$ cat config.mk
export PLATFORM = sky130hd
export DESIGN_NAME = sobel_feeder
export DESIGN_NICKNAME = d
export VERILOG_FILES = /design/src/rtl/sobel_feeder_pkg.sv /design/src/rtl/sobel_line_buffer.sv /design/src/rtl/sobel_feeder.sv
export SDC_FILE = /design/constraint.sdc
export NUM_CORES = 1
export LEC_CHECK = 0
export BUFFER_PORTS_ARGS = -buffer_cell sky130_fd_sc_hd__clkbuf_2
export CAP_MARGIN = 20
export CORE_ASPECT_RATIO = 1.1
export CORE_MARGIN = 8
export CORE_UTILIZATION = 40
export CTS_BUF_LIST = sky130_fd_sc_hd__clkbuf_8
export DETAILED_ROUTE_END_ITERATION = 8
export SYNTH_ARGS = -nofsm -noshare
export SYNTH_HDL_FRONTEND = slang
export SYNTH_HIERARCHICAL = 1
export SYNTH_SLANG_ARGS = --single-unit
$ cat constraint.sdc
create_clock -name clk_i -period 13.01 [get_ports clk_i]
set_input_delay 0.6505 -clock clk_i [delete_from_list [all_inputs] [get_ports clk_i]]
set_output_delay 0.6505 -clock clk_i [all_outputs]
set_load 0.005 [all_outputs]
$ cat src/rtl/sobel_feeder_pkg.sv
// Shared types, defaults and window-geometry helpers for the sobel pixel feeder.
// The slot helpers map a 3x3 window slot (1..9) onto its column-major row/column.
package sobel_feeder_pkg;

   localparam int PIXEL_WIDTH_DEF = 8;
   localparam int IMG_WIDTH_DEF   = 16;
   localparam int IMG_HEIGHT_DEF  = 16;
   localparam int GAP_CYCLES_DEF  = 2;
   localparam int FIRST_SLOTS     = 10;
   localparam int NEXT_SLOTS      = 4;

   typedef enum logic [2:0] {
      IDLE,
      FILL,
      EMIT_FIRST,
      EMIT_NEXT,
      GAP,
      DONE
   } feeder_state_t;

   // Modulo-3 add for row indices into the three-row ring buffer.
   function automatic logic [1:0] ring_add(input logic [1:0] a, input logic [1:0] b);
      logic [2:0] s;
      s = {1'b0, a} + {1'b0, b};
      return (s >= 3'd3) ? 2'(s - 3'd3) : s[1:0];
   endfunction

   function automatic logic [1:0] first_row_off(input logic [3:0] slot);
      case (slot)
         4'd2, 4'd5, 4'd8: return 2'd1;
         4'd3, 4'd6, 4'd9: return 2'd2;
         default:          return 2'd0;
      endcase
   endfunction

   function automatic logic [1:0] first_col(input logic [3:0] slot);
      case (slot)
         4'd4, 4'd5, 4'd6: return 2'd1;
         4'd7, 4'd8, 4'd9: return 2'd2;
         default:          return 2'd0;
      endcase
   endfunction

endpackage

$ cat src/rtl/sobel_line_buffer.sv
// Three-row pixel store: one synchronous write port, one combinational read port.
// Contents are deliberately not reset; every location is written before it is read.
module sobel_line_buffer #(
   parameter int PIXEL_WIDTH = 8,
   parameter int IMG_WIDTH   = 16,
   localparam int CW         = $clog2(IMG_WIDTH)
) (
   input  logic                   clk_i,
   input  logic                   we,
   input  logic [1:0]             wr_row,
   input  logic [CW-1:0]          wr_col,
   input  logic [PIXEL_WIDTH-1:0] wr_data,
   input  logic [1:0]             rd_row,
   input  logic [CW-1:0]          rd_col,
   output logic [PIXEL_WIDTH-1:0] rd_data
);

   logic [PIXEL_WIDTH-1:0] mem [3][IMG_WIDTH];

   always_ff @(posedge clk_i) begin
      if (we) mem[wr_row][wr_col] <= wr_data;
   end

   assign rd_data = mem[rd_row][rd_col];

endmodule

$ cat src/rtl/sobel_feeder.sv
// Buffers a raster frame three rows at a time and replays each band as the
// serial window schedule of sobel_control (10 slots first window, 4 per next).
module sobel_feeder
   import sobel_feeder_pkg::*;
#(
   parameter int PIXEL_WIDTH = PIXEL_WIDTH_DEF,
   parameter int IMG_WIDTH   = IMG_WIDTH_DEF,
   parameter int IMG_HEIGHT  = IMG_HEIGHT_DEF,
   parameter int GAP_CYCLES  = GAP_CYCLES_DEF
) (
   input  logic                   clk_i,
   input  logic                   nreset_i,
   input  logic                   frame_start_i,
   input  logic [PIXEL_WIDTH-1:0] px_i,
   input  logic                   px_valid_i,
   output logic                   px_ready_o,
   output logic                   start_o,
   output logic [PIXEL_WIDTH-1:0] px_gray_o,
   output logic                   px_strobe_o,
   output logic                   frame_done_o,
   output logic                   busy_o
);

   localparam int CW = $clog2(IMG_WIDTH);
   localparam int HW = $clog2(IMG_HEIGHT);
   localparam int GW = $clog2(GAP_CYCLES + 1);

   localparam logic [CW-1:0] COL_LAST   = CW'(IMG_WIDTH - 1);
   localparam logic [CW-1:0] W_END      = CW'(IMG_WIDTH - 2);
   localparam logic [HW-1:0] H_END      = HW'(IMG_HEIGHT - 2);
   localparam logic [GW-1:0] GAP_LAST   = GW'(GAP_CYCLES - 1);
   localparam logic [3:0]    FIRST_LAST = 4'(FIRST_SLOTS - 1);
   localparam logic [3:0]    NEXT_LAST  = 4'(NEXT_SLOTS - 1);

   // px_ready_o is high exactly in FILL, so a transfer implies FILL.
   // Handshake: a pixel moves on a clock edge where px_valid_i & px_ready_o;
   // the source must hold px_i stable until then.
   feeder_state_t state_q, state_d;
   logic [CW-1:0] col_q, col_d, w_q, w_d;
   logic [1:0]    wr_row_q, wr_row_d, top_q, top_d, rows_left_q, rows_left_d;
   logic [3:0]    slot_q, slot_d;
   logic [GW-1:0] gap_q, gap_d;
   logic [HW-1:0] band_q, band_d;

   logic                   fire;
   logic [1:0]             rd_row;
   logic [CW-1:0]          rd_col;
   logic [PIXEL_WIDTH-1:0] rd_data;
   logic                   emit_d, strobe_d;
   logic [PIXEL_WIDTH-1:0] gray_d;

   assign fire = px_valid_i & px_ready_o;

   sobel_line_buffer #(
      .PIXEL_WIDTH (PIXEL_WIDTH),
      .IMG_WIDTH   (IMG_WIDTH)
   ) u_line_buffer (
      .clk_i   (clk_i),
      .we      (fire),
      .wr_row  (wr_row_q),
      .wr_col  (col_q),
      .wr_data (px_i),
      .rd_row  (rd_row),
      .rd_col  (rd_col),
      .rd_data (rd_data)
   );

   // State, counters and the output registers.
   always_ff @(posedge clk_i or negedge nreset_i) begin
      if (!nreset_i) begin
         state_q      <= IDLE;
         col_q        <= '0;
         w_q          <= '0;
         wr_row_q     <= '0;
         top_q        <= '0;
         rows_left_q  <= '0;
         slot_q       <= '0;
         gap_q        <= '0;
         band_q       <= '0;
         px_ready_o   <= 1'b0;
         start_o      <= 1'b0;
         px_gray_o    <= '0;
         px_strobe_o  <= 1'b0;
         frame_done_o <= 1'b0;
         busy_o       <= 1'b0;
      end else begin
         state_q      <= state_d;
         col_q        <= col_d;
         w_q          <= w_d;
         wr_row_q     <= wr_row_d;
         top_q        <= top_d;
         rows_left_q  <= rows_left_d;
         slot_q       <= slot_d;
         gap_q        <= gap_d;
         band_q       <= band_d;
         px_ready_o   <= (state_d == FILL);
         start_o      <= emit_d;
         px_gray_o    <= gray_d;
         px_strobe_o  <= strobe_d;
         frame_done_o <= (state_d == DONE);
         busy_o       <= (state_d != IDLE);
      end
   end

   always_comb begin
      state_d     = state_q;
      col_d       = col_q;
      w_d         = w_q;
      wr_row_d    = wr_row_q;
      top_d       = top_q;
      rows_left_d = rows_left_q;
      slot_d      = slot_q;
      gap_d       = gap_q;
      band_d      = band_q;
      case (state_q)
         IDLE: begin
            if (frame_start_i) begin
               state_d     = FILL;
               rows_left_d = 2'd3;
               top_d       = 2'd0;
               col_d       = '0;
               wr_row_d    = 2'd0;
               band_d      = '0;
            end
         end
         FILL: begin
            if (fire) begin
               if (col_q == COL_LAST) begin
                  col_d       = '0;
                  wr_row_d    = ring_add(wr_row_q, 2'd1);
                  rows_left_d = rows_left_q - 2'd1;
                  if (rows_left_q == 2'd1) begin
                     state_d = EMIT_FIRST;
                     slot_d  = 4'd0;
                  end
               end else begin
                  col_d = col_q + 1'b1;
               end
            end
         end
         EMIT_FIRST: begin
            if (slot_q == FIRST_LAST) begin
               slot_d = 4'd0;
               if (IMG_WIDTH == 3) begin
                  state_d = GAP;
                  gap_d   = '0;
               end else begin
                  state_d = EMIT_NEXT;
                  w_d     = CW'(1);
               end
            end else begin
               slot_d = slot_q + 4'd1;
            end
         end
         EMIT_NEXT: begin
            if (slot_q == NEXT_LAST) begin
               slot_d = 4'd0;
               w_d    = w_q + 1'b1;
               if ((w_q + 1'b1) == W_END) begin
                  state_d = GAP;
                  gap_d   = '0;
               end
            end else begin
               slot_d = slot_q + 4'd1;
            end
         end
         GAP: begin
            if (gap_q == GAP_LAST) begin
               band_d = band_q + 1'b1;
               if ((band_q + 1'b1) == H_END) begin
                  state_d = DONE;
               end else begin
                  // The incoming row lands in wr_row, which is the oldest row (old top).
                  state_d     = FILL;
                  rows_left_d = 2'd1;
                  top_d       = ring_add(top_q, 2'd1);
               end
            end else begin
               gap_d = gap_q + 1'b1;
            end
         end
         DONE:    state_d = IDLE;
         default: state_d = IDLE;
      endcase
   end

   // Outputs are computed from the next state so the registered copy lines up with it.
   always_comb begin
      emit_d   = (state_d == EMIT_FIRST) || (state_d == EMIT_NEXT);
      strobe_d = emit_d && (slot_d != 4'd0);
      rd_row   = top_d;
      rd_col   = '0;
      if (state_d == EMIT_FIRST) begin
         rd_row = ring_add(top_d, first_row_off(slot_d));
         rd_col = CW'(first_col(slot_d));
      end else if (state_d == EMIT_NEXT) begin
         rd_row = ring_add(top_d, slot_d[1:0] - 2'd1);
         rd_col = w_d + CW'(2);
      end
      gray_d = strobe_d ? rd_data : '0;
   end

endmodule

; Yosys cells after proc, flatten, opt, wreduce, memory -nomap -nowiden
; Memories as Yosys holds them, arrays and structs flattened.
; Index checks and enable logic that the tools add are counted.
[totals]
register_bits = 40
latch_bits = 0
mem_bits_rw = 384
rom_bits = 0
output_inout_bits = 13
word_cells = 154
mem_count = 1
[mem_list]
columns = name, depth, word_bits, rd, rd_clocked_by_memory_dff, write_ports, line_no
row1 = u_line_buffer.mem, 3, 128, 1, 0, 1, sobel_line_buffer.sv:18  ; logic [PIXEL_WIDTH-1:0] mem [3][IMG_WIDTH];
[op_classes]
n_addsub = 16
n_mul = 0
div_mod_pow = 0
magnitude_cmp = 7
eq_ne = 31
shift = 0
muxes = 62
n_bitwise = 3
reduce_logical = 19
[ops]
columns = operator, count
row1 = 2-to-1 mux 128 bit, 1
row2 = 2-to-1 mux 4 bit, 13
row3 = 2-to-1 mux 2 bit, 21
row4 = binary-select mux 8 bit (select 4 bit), 1
row5 = demux 8 bit (select 4 bit), 1
row6 = 2-to-1 mux 8 bit, 4
row7 = 2-to-1 mux 3 bit, 9
row8 = "== test 4 bit, second input constant", 6
row9 = case mux 4 bit (2 select lines), 3
row10 = case mux 2 bit (2 select lines), 5
row11 = "adder 4 x 1 -> 4 bit, second input constant", 4
row12 = "== test 4 x 3 -> 1 bit, second input constant", 4
row13 = "!= test 2 bit, second input constant", 8
row14 = case mux 3 bit (5 select lines), 1
row15 = "== test 3 x 2 -> 1 bit, second input constant", 4
row16 = "== test 4 x 2 -> 1 bit, second input constant", 3
row17 = "greater-or-equal comparator 3 x 2 -> 1 bit, second input constant", 4
row18 = case mux 4 bit (3 select lines), 1
row19 = OR reduction 3 bit, 4
row20 = "greater-or-equal comparator 5 bit, second input constant", 2
row21 = NOT 4 -> 5 bit, 2
row22 = AND reduction 4 bit, 2
row23 = "subtractor 2 bit, second input constant", 4
row24 = "adder 2 x 1 -> 3 bit, second input constant", 2
row25 = 19 further kinds, 29

; Longest topological paths before layout
; An unclocked memory read counts as a cell.
[depth]
depth_word = 18
depth_mapped = 27

; Cells and area by module
; Netlist, hierarchy kept.
[modules_own_cells]
columns = module, n_inst, cells_per_inst, area_per_inst_um2, seq_area_each_um2
row1 = sobel_line_buffer, 1, 819, 15352.2, 11531.1
row2 = sobel_feeder, 1, 258, 2489.9, 1001.0

; Worst setup path before layout
; Ideal clock, no wire load.
[synth_path]
path_kind = register to register
from = register slot_q[1]
to = register px_gray_o[1]
setup_time_ps = 119
arrival_ps = 4795
t_required_ps = 12891
path_slack_ps = 8096
stages_incl_launch_ff = 27
n_path_buf = 2
synth_period_minus_slack_ps = 4914
path_cell_list = dfrtp_1 -> inv_1 -> ha_1 -> nor4bb_1 -> or3_1 -> o22a_2 -> inv_2 -> xnor2_1 -> nor2_1 -> a22o_1 -> ha_1 -> inv_1 -> fa_1 -> inv_1 -> ha_1 -> nor3b_1 -> a21oi_1 -> mux2_4 -> mux2_4 -> buf_6 -> buf_12 -> nand2b_2 -> nor3_1 -> or4_1 -> a211oi_1 -> a31oi_1 -> and2_1
[synth_via]
elab_chain_cells = 17
[synth_rtl]
columns = item, line_no
row1 = "start, declared", sobel_feeder.sv:41  ; logic [3:0] slot_q, slot_d;
row2 = "start signal, assigned", sobel_feeder.sv:93  ; slot_q <= slot_d;
row3 = "parallel branches: the longest is 3 deep, another holds adder 4 x 1 -> 4 bit", n/a
row4 = case mux 4 bit (3 select lines) *, sobel_feeder.sv:115  ; case (state_q)
row5 = net slot_d[1], sobel_feeder.sv:41
row6 = "== test 4 bit, or another cell as far along", sobel_feeder_pkg.sv:29  ; case (slot)
row7 = OR reduction 3 bit, sobel_feeder_pkg.sv:29
row8 = case mux 2 bit (2 select lines), sobel_feeder_pkg.sv:29
row9 = 2-to-1 mux 2 bit, sobel_feeder.sv:193  ; if (state_d == EMIT_FIRST) begin
row10 = adder 2 x 2 -> 3 bit, sobel_feeder_pkg.sv:24  ; s = {1'b0, a} + {1'b0, b};
row11 = [... 2 more ...], n/a
row12 = 2-to-1 mux 2 bit *, sobel_feeder.sv:193
row13 = net rd_row[0], sobel_feeder.sv:46  ; logic [1:0] rd_row;
row14 = memory (3 x 128 bit) *, n/a
row15 = binary-select mux 8 bit (select 4 bit) *, sobel_line_buffer.sv:24  ; assign rd_data = mem[rd_row][rd_col];
row16 = 2-to-1 mux 8 bit (implied by the code) * (2 in series), sobel_line_buffer.sv:24
row17 = net rd_data[1], sobel_feeder.sv:48  ; logic [PIXEL_WIDTH-1:0] rd_data;
row18 = 2-to-1 mux 8 bit *, sobel_feeder.sv:200  ; gray_d = strobe_d ? rd_data : '0;
row19 = net gray_d[1], sobel_feeder.sv:50  ; logic [PIXEL_WIDTH-1:0] gray_d;
row20 = "end signal, assigned", sobel_feeder.sv:98  ; px_gray_o <= gray_d;
row21 = "end, declared", sobel_feeder.sv:18  ; output logic [PIXEL_WIDTH-1:0] px_gray_o,
; Mark *: on every way through the listed nets, which the timed path passes. The select of a mux whose other input is x is not followed.
; A chain may end at the register's enable or synchronous reset.

; Worst setup path in the final report
[layout_path]
from = register slot_q[1]
to = register px_gray_o[0]
; Same word-level chain as after synthesis.

==> results.json <==
{
  "finalSetupTns_ns": 0,
  "crit_fanout": 37,
  "core-area_mm2": 0.04429,
  "grt_max_degree": 56,
  "grt_usage_pct": 16.17,
  "crit_chain": "inv_1 > ha_1 > nor4bb_1 > or3_1 > o22a_2 > inv_2 > xnor2_1 > nor2_1 > a22o_1 > ha_1 > inv_1 > fa_1 > inv_1 > ha_1 > nand3b_1 > a21oi_1 > mux2_4 > mux2_4 > nor2b_1 > a221oi_1 > a311oi_1 > a31oi_1 > and2_1",
  "end_kind": "flip-flop",
  "post-route-period-util_pct": 50.05,
  "vdd_drop_max_v": 0.00006549,
  "die_area_mm2": 0.05163,
  "grt_pass1_vias": 9934,
  "fin_crit_ns": 6.512,
  "synth-seq-cells": 424,
  "cts_tree": "done",
  "cts.sinks": 424,
  "synthFlopType": "edfxtp_1",
  "netlist_area_mm2": 0.01784,
  "synthTopCellsByCount": "edfxtp_1, nor2_1, mux2i_1",
  "arrival_ns": 7.00,
  "clk_pin_slew_ns": 0.06,
  "setup_violations": 0,
  "dp_hpwl_mm": 25.70,
  "ys_warn_count": 6,
  "die_h_um": 237.5,
  "syn-num-nets": 1106,
  "r2r_slack_ns": 6.50,
  "hold_viol_final": 0,
  "rsz0062_at_grt": "false",
  "reg2reg_depth": 23,
  "grt_pass1_wl_mm": 62.76,
  "finalClockSkew_ns": 0.02754,
  "clockBufferDepth": 3,
  "layout-drive-gt1-share_pct": 17.46,
  "routed.top_layer": "met4",
  "cp_top_family": "simple AND/OR/NAND/NOR gates",
  "slew_violations": 0,
  "seq_area_frac_synth_pct": 70.24,
  "required_ns": 13.50,
  "post_cts_resized": 0,
  "viasPerCell": 5.491,
  "leakagePower_uw": 0.006490,
  "nets": 1158,
  "wl_mm": 41.50,
  "drc_errors": 0,
  "relSlewSlack_pct": 29.04,
  "crit_slowest_cell": "nor2b_1",
  "antenna_found_initial": 1,
  "cts_root_buf": "clkbuf_8",
  "yosysUniqueCellTypes": 81,
  "crit_buf_inv": 4,
  "htreeDepth": 3,
  "critical_path.max_stage_delay_ns": 0.80,
  "synthArstFlopShare_pct": 9.434,
  "yosysMostFrequentCell": "edfxtp_1",
  "final_core_util_pct": 44.53,
  "synth.avg_cell_area_um2": 16.57,
  "netlist.top_cell.by_area": "edfxtp_1",
  "final_cells": 1762,
  "area_growth_pct": 10.54,
  "m1WireLength_mm": 17.72,
  "startpoint_type": "flip-flop",
  "reg2reg_from": "slot_q[1]$_DFF_PN0_",
  "maxCapViolCount": 0,
  "grt_remaining_overflow": 0,
  "gp_congestion": 0.8782,
  "first_pass_iters": 5,
  "io_pins": 25,
  "worst_slew_pin_slew_ns": 1.064,
  "r2r_end": "px_gray_o[0]$_DFF_PN0_",
  "drt_iter0_markers": 827,
  "path_class": "reg2reg",
  "rows": 81,
  "status": "completed",
  "synth.area.top_cells": "edfxtp_1, dfrtp_1, mux4_2",
  "power_per_cell_area_mw_per_mm2": 164.5,
  "cts_setup_buffers": 0,
  "fp.dieW_um": 217.4,
  "num_vias": 9676,
  "postRouteAntennaNets": 0,
  "synth_edf_count": 384,
  "start_util_pct": 40.29,
  "wl_met3_mm": 2.300,
  "synthCells": 1077,
  "post_drt_wl_per_cell_um": 23.55,
  "cts_buffers": 67,
  "wl_met2_mm": 19.96,
  "max_freq_mhz": 153.6,
  "cp-startpoint": "slot_q[1]$_DFF_PN0_",
  "synth_top_area_share_pct": 64.63,
  "hold_class": "in2async",
  "insertion_delay_ns": 0.60,
  "fin_hold_ws_ns": 0.1407,
  "port_buffers": 24,
  "postCtsHoldBufs": 0,
  "dp.cells": 1637
}
## cells in the final DEF (no fill, tap or decap), types with 12 or more instances in the layout
cell type  count
edfxtp_1     384
nor2_1        87
mux2i_1       84
clkbuf_8      71
nand2_1       52
mux4_2        44
inv_1         43
dfrtp_1       40
o21ai_0       30
clkbuf_2      24
nand3_1       22
nor3_1        17
nor2b_1       16
a21oi_1       15
ha_1          15
clkinv_1      12
## worst max path at each step
stage                                   endpoint  cells after the start
after global placement    px_gray_o[0]$_DFF_PN0_                     22
after global routing      px_gray_o[0]$_DFF_PN0_                     23
after CTS                 px_gray_o[0]$_DFF_PN0_                     23
after floorplan           px_gray_o[1]$_DFF_PN0_                     26
final                     px_gray_o[0]$_DFF_PN0_                     23
after detailed placement  px_gray_o[0]$_DFF_PN0_                     23
## final cells by class
class,instances,area [µm²]
Clock inverter,49,296.5
Fill cell,3874,24570
Inverter,25,93.84
Timing Repair Buffer,37,275.3
Multi-Input combinational cell,574,4818
Clock buffer,71,977.2
Antenna cell,1,2.502
Sequential cell,424,12530
Tap cell,581,726.9
## through the flow
stage	setup slack, ns	total power [µW]	instance area, µm²
3_3_place_gp	6.741	2176	18360
3_5_place_dp	6.548	2188	18360
4_1_cts	6.557	3270	19630
6_report	6.498	3245	19720
2_1_floorplan	8.096	2017	17840
5_1_grt	6.058	3381	19720
## state kept, by name, summed over array words and instances, names as in the netlist
register and count:
band_q 4, busy_o 1, col_q 4, frame_done_o 1, gap_q 2, px_gray_o 8
px_ready_o 1, px_strobe_o 1, rows_left_q 2, slot_q 4, start_o 1, state_q 3
top_q 2, u_line_buffer/mem 384, w_q 4, wr_row_q 2
## where the power goes
group	total, µW	leakage (µW)	switching, µW	internal [µW]
Sequential	1610	0.00394	48.7	1560
Combinational	553	0.00183	356	197
Clock	1080	0.000722	512	568
## routing by layer
layer | vias up | global-route usage, %
met5 | - | 0
met4 | 0 | 7.669
met3 | 79 | 2.505
met2 | 285 | 26.06
met1 | 4974 | 21.32
li1 | 4338 | -
## cell families after synthesis
family	count (synthesis)	synth area share (%)
flip-flops	424	70.24
buffers and inverters	79	2.973
AO/OA/AOI/OAI	149	6.010
XOR/XNOR	9	0.4418
AND/OR/NAND/NOR	249	6.950
adder cells (fa/ha/maj)	17	1.276
multiplexers	150	12.11
Power figures use the tool's default switching activity.
